<file path="src/rtl/wb_stage.sv">
// wb_stage: MEM/WB pipeline register and register-file write-back decode.
//
// Captures the MEM-stage instruction on each unstalled clock edge and decodes
// the register-file write from the registered fields: ALU result, load data
// (byte/half/word extraction with sign or zero extension), PC+4, or zero.
// Misaligned loads are flagged and suppress the register write.
//
// Optional feature: define WB_INSTRET_EN to build the 64-bit retired-
// instruction counter on o_instret; otherwise o_instret is tied to zero.
//
// Ports:
//   i_clk, i_reset      clock, synchronous active-low reset
//   i_stall, i_flush    hold the register / load a bubble (flush wins)
//   i_valid, i_rd_addr, i_rd_wren, i_wb_sel, i_alu_data, i_ld_data,
//   i_ld_size, i_addr_lo, i_pc4   MEM-stage instruction fields
//   o_rd_addr, o_rd_data, o_rd_wren   register-file write port
//   o_valid, o_misalign               WB-stage status
//   o_instret                         retired-instruction count
module wb_stage (
  input  logic        i_clk,
  input  logic        i_reset,
  input  logic        i_stall,
  input  logic        i_flush,
  input  logic        i_valid,
  input  logic [4:0]  i_rd_addr,
  input  logic        i_rd_wren,
  input  logic [1:0]  i_wb_sel,
  input  logic [31:0] i_alu_data,
  input  logic [31:0] i_ld_data,
  input  logic [2:0]  i_ld_size,
  input  logic [1:0]  i_addr_lo,
  input  logic [31:0] i_pc4,
  output logic [4:0]  o_rd_addr,
  output logic [31:0] o_rd_data,
  output logic        o_rd_wren,
  output logic        o_valid,
  output logic        o_misalign,
  output logic [63:0] o_instret
);

  // Load size classes from funct3 low bits: x00 byte, x01 half, x1x word
  // (undefined codes 011/110/111 fall into the word class).
  function automatic logic calc_misalign(input logic       valid,
                                         input logic [1:0] sel,
                                         input logic [2:0] size,
                                         input logic [1:0] off);
    logic is_half;
    logic is_word;
    is_half = (size[1:0] == 2'b01);
    is_word = size[1];
    return valid && (sel == 2'b01) &&
           ((is_half && off[0]) || (is_word && (off != 2'b00)));
  endfunction

  logic        valid_q;
  logic        wren_q;
  logic [4:0]  rd_q;
  logic [1:0]  sel_q;
  logic [31:0] alu_q;
  logic [31:0] ld_q;
  logic [2:0]  size_q;
  logic [1:0]  off_q;
  logic [31:0] pc4_q;

  always_ff @(posedge i_clk) begin
    if (!i_reset) begin
      valid_q <= 1'b0;
      wren_q  <= 1'b0;
      rd_q    <= '0;
      sel_q   <= '0;
      alu_q   <= '0;
      ld_q    <= '0;
      size_q  <= '0;
      off_q   <= '0;
      pc4_q   <= '0;
    end else if (i_flush) begin
      valid_q <= 1'b0;
      wren_q  <= 1'b0;
    end else if (!i_stall) begin
      valid_q <= i_valid;
      wren_q  <= i_valid & i_rd_wren;
      rd_q    <= i_rd_addr;
      sel_q   <= i_wb_sel;
      alu_q   <= i_alu_data;
      ld_q    <= i_ld_data;
      size_q  <= i_ld_size;
      off_q   <= i_addr_lo;
      pc4_q   <= i_pc4;
    end
  end

  logic [7:0]  ld_byte;
  logic [15:0] ld_half;
  logic [31:0] ld_val;

  always_comb begin
    ld_byte = '0;
    ld_half = '0;
    ld_val  = '0;
    case (off_q)
      2'd0:    ld_byte = ld_q[7:0];
      2'd1:    ld_byte = ld_q[15:8];
      2'd2:    ld_byte = ld_q[23:16];
      default: ld_byte = ld_q[31:24];
    endcase
    ld_half = off_q[1] ? ld_q[31:16] : ld_q[15:0];
    case (size_q)
      3'b000:  ld_val = {{24{ld_byte[7]}}, ld_byte};
      3'b001:  ld_val = {{16{ld_half[15]}}, ld_half};
      3'b100:  ld_val = {24'd0, ld_byte};
      3'b101:  ld_val = {16'd0, ld_half};
      default: ld_val = ld_q;
    endcase
  end

  always_comb begin
    o_rd_data = '0;
    case (sel_q)
      2'b00:   o_rd_data = alu_q;
      2'b01:   o_rd_data = ld_val;
      2'b10:   o_rd_data = pc4_q;
      default: o_rd_data = '0;
    endcase
  end

  assign o_valid    = valid_q;
  assign o_misalign = calc_misalign(valid_q, sel_q, size_q, off_q);
  assign o_rd_wren  = valid_q & wren_q & (rd_q != 5'd0) & ~o_misalign;
  assign o_rd_addr  = o_rd_wren ? rd_q : 5'd0;

`ifdef WB_INSTRET_EN
  logic [63:0] instret;

  // Counts at capture time from the incoming fields, so the count moves on
  // the same edge the retiring instruction enters WB.
  always_ff @(posedge i_clk) begin
    if (!i_reset) begin
      instret <= '0;
    end else if (!i_flush && !i_stall && i_valid &&
                 !calc_misalign(1'b1, i_wb_sel, i_ld_size, i_addr_lo)) begin
      instret <= instret + 64'd1;
    end
  end

  assign o_instret = instret;
`else
  assign o_instret = '0;
`endif

endmodule

</file>
<file path="config.mk">
export PLATFORM = sky130hd
export DESIGN_NAME = wb_stage
export DESIGN_NICKNAME = d
export VERILOG_FILES = /design/src/rtl/wb_stage.sv
export SDC_FILE = /design/constraint.sdc
export NUM_CORES = 1
export LEC_CHECK = 0
export BUFFER_PORTS_ARGS = -buffer_cell sky130_fd_sc_hd__buf_4
export CORE_ASPECT_RATIO = 0.7
export CORE_MARGIN = 3
export CORE_UTILIZATION = 30
export CTS_BUF_LIST = sky130_fd_sc_hd__clkbuf_4 sky130_fd_sc_hd__clkbuf_8
export DETAILED_ROUTE_END_ITERATION = 10
export GPL_TIMING_DRIVEN = 0
export SKIP_CTS_REPAIR_TIMING = 1
export SLEW_MARGIN = 25
export SYNTH_ARGS = -nofsm -noshare
export SYNTH_HDL_FRONTEND = slang
export SYNTH_SLANG_ARGS = --single-unit
</file>
<file path="constraint.sdc">
create_clock -name i_clk -period 3 [get_ports i_clk]
set_input_delay 0.45 -clock i_clk [delete_from_list [all_inputs] [get_ports i_clk]]
set_output_delay 0.45 -clock i_clk [all_outputs]
set_load 0.02 [all_outputs]
</file>
==> metrics.cfg <==
[layout]
antennaDiodeCount=0
final_area_mm2=0.00783
area_growth_pct=32.0
drive_above_1_share_pct=26.7
fin_nets=1105
final_util_pct=40.9
num-fill-cells=2072

[worst_setup_path]
rr_endpoint=size_q[1]
critPathLaunchType=register
critPathKind=register to output pin
crit_fanout=10
cp_common_cell=clkbuf_1
arrival_ns=2.40
crit_slowest_cell=or3_1
cp-startpoint=sel_q[1]
cp_num_buf_inv=3
cp_top_family=simple AND/OR/NAND/NOR gates
worstPathCellList=clkbuf_1, nand2b_1, clkbuf_1, or3_1, and3_1, and2_1, buf_4
r2r-start=size_q[1]
cpPeakStageDelay_ns=0.53
worstRegToRegCells=5
ff2ff_setup_slack_ns=1.25
crit_required_ns=2.55
cp-end-kind=output pin

[synthesis]
ys_top_cells_by_area=dfxtp_1 37%, nand2_1 15%, a21boi_0 14%
syn_area_mm2=0.00593
synthFlopType=dfxtp_1
synth_area_per_cell_um2=7.75
synth_top_area_share_pct=37.1
async_flop_share_pct=0
syn_inst=765
yosysTopAreaCell=dfxtp_1
synth_edf_count=0
yosysWarnings=0
seq_area_frac_synth_pct=37.1
yosysUniqueCellTypes=45
synth-seq-cells=110

[clocking]
cts_tree=yes
cts_root_buf=clkbuf_8
clk_path_buf_depth=2
path_clk_slew_ns=0.10
clock-sinks=110
numCtsBuffers=9
clk_latency_ns=0.38
cts-htree-levels=3

[hold_path]
hold_class=input pin to register
hold_depth=3
hp-start=i_rd_wren
hold_path_end=wren_q

[timing]
fin_hold_ws_ns=0.296
worstMarginPinSlew_ns=0.861
rsz0062_at_grt=no
finalHoldViolations=0
relSlewSlack_pct=42.6
finalCriticalPeriod_ns=2.85
period_share_pct=95.0
setup_viol=0
max_freq_ghz=0.351
skew_ns=0
drv_slew=0

[floorplan]
rows=42
core-area_mm2=0.0191
die_w_um=174
die_h_um=124
initial_utilization_pct=31.0
io_pins=218
die_area_mm2=0.0215

[place]
port_buffers=152
hpwl_um=16200
gp_congestion=0.913
place_area_mm2=0.00764

[drt]
wl_per_cell_um=16.3
drt_wl_total_um=20500
drtIter0Drc=480
firstDrtPassIters=5
ant_nets=0
drc=0
vias_per_cell=4.52
vias=5690

[power]
finalPower_uw=3120
max-vdd-ir-drop_mv=0.179
p_leak_uw=0.00333
power-per-cell-area_mw_per_mm2=398

[grt]
globalRouteOverflowTotal=0
antenna_found_initial=0
grt_max_degree=18
grt_pass1_vias=5345
grt_usage_pct=18.6
grt_pass1_wl_um=30900

[run]
max_cap_violations=0

[outcome]
status=complete, no violations

==> cells in the final DEF (no fill, tap or decap), drive strengths merged, types with 5 or more instances in the layout <==
| cell type | Yosys | final |
|---|---|---|
| nand2 | 238 | 238 |
| buf | 81 | 232 |
| dfxtp | 110 | 110 |
| a21boi | 109 | 109 |
| conb | 1 | 64 |
| clkbuf | 45 | 57 |
| inv | 22 | 23 |
| a21oi | 19 | 19 |
| a22oi | 18 | 18 |
| o211ai | 17 | 17 |
| mux2i | 11 | 11 |
| nor2 | 11 | 11 |
| o221ai | 8 | 8 |
| o21ai | 8 | 8 |
| and2 | 7 | 7 |
| a221oi | 7 | 7 |
| nor3 | 5 | 5 |
| mux2 | 5 | 5 |
==> how the worst max path moves through the flow <==
stage / slack [ns] / cells past startpoint / endpoint
floorplan: 0.92 / 5 / o_rd_data[5]
global route: 0.009 / 7 / o_rd_data[13]
detailed placement: 0.41 / 7 / o_rd_data[13]
CTS: -0.03 / 7 / o_rd_data[13]
finish: 0.15 / 7 / o_rd_addr[2]
global placement: 0.26 / 6 / ld_q[28]
==> cell type report <==
cell class                 count  area [µm²]  area share, %
tap                          264         330           4.22
clock buffer                  11         139           1.77
inverter                      22        82.6           1.05
clock inverter                 5        35.0          0.447
multi-input combinational    570        3160           40.3
sequential                   110        2200           28.1
timing repair buffer         152        1140           14.6
buffer                       126         743           9.49
==> state kept, by name, indices dropped and copies added, names as in the netlist <==
| signal | cells |
|---|---|
| alu_q | 32 |
| ld_q | 32 |
| pc4_q | 32 |
| rd_q | 5 |
| size_q | 3 |
| off_q | 2 |
| sel_q | 2 |
| o_valid | 1 |
| wren_q | 1 |
==> metrics by stage <==
step                      std cells  setup WS (ns)  setup TNS (ns)
after floorplan                 828          0.923               0
after global placement         1244          0.258               0
after detailed placement       1244          0.411               0
after CTS                      1260        -0.0340         -0.0340
after global routing           1260        0.00875               0
final                          1260          0.151               0
==> Yosys cell counts (8+ instances only) <==
cell      number
nand2_1      238
dfxtp_1      110
a21boi_0     109
buf_4         65
clkbuf_1      45
inv_1         22
a21oi_1       19
a22oi_1       18
mux2i_1       11
nor2_1        11
buf_2         10
o211ai_2      10
o221ai_1       8
==> report_power, final <==
group / internal (µW) / switching (µW)
Sequential: 1530 / 59.9
Clock: 324 / 535
Combinational: 305 / 368
==> cell families (layout without fill, tap and decap cells) <==
group / after synthesis / after routing / share of synthesized area, %
AND/OR/NAND/NOR: 284 / 284 / 19.6
buffers and inverters: 148 / 316 / 13.8
flip-flops: 110 / 110 / 37.1
other: 1 / 64 / 0.0632
AO/OA/AOI/OAI: 206 / 206 / 26.5
multiplexers: 16 / 16 / 2.93
==> worst min-delay path, stage by stage <==
cell,delay (ns)
buf_4,0.08
a22oi_1,0.05
nor2_1,0.07
==> per-layer routing <==
layer | vias up | global-route usage [%] | wire length (µm)
li1 | 2898 | - | -
met1 | 2565 | 28.2 | 10400
met2 | 213 | 26.2 | 8170
met3 | 14 | 5.36 | 1690
met4 | 0 | 3.31 | 182
met5 | - | 0 | 0
Note: power is estimated with default switching activity, not from simulation.
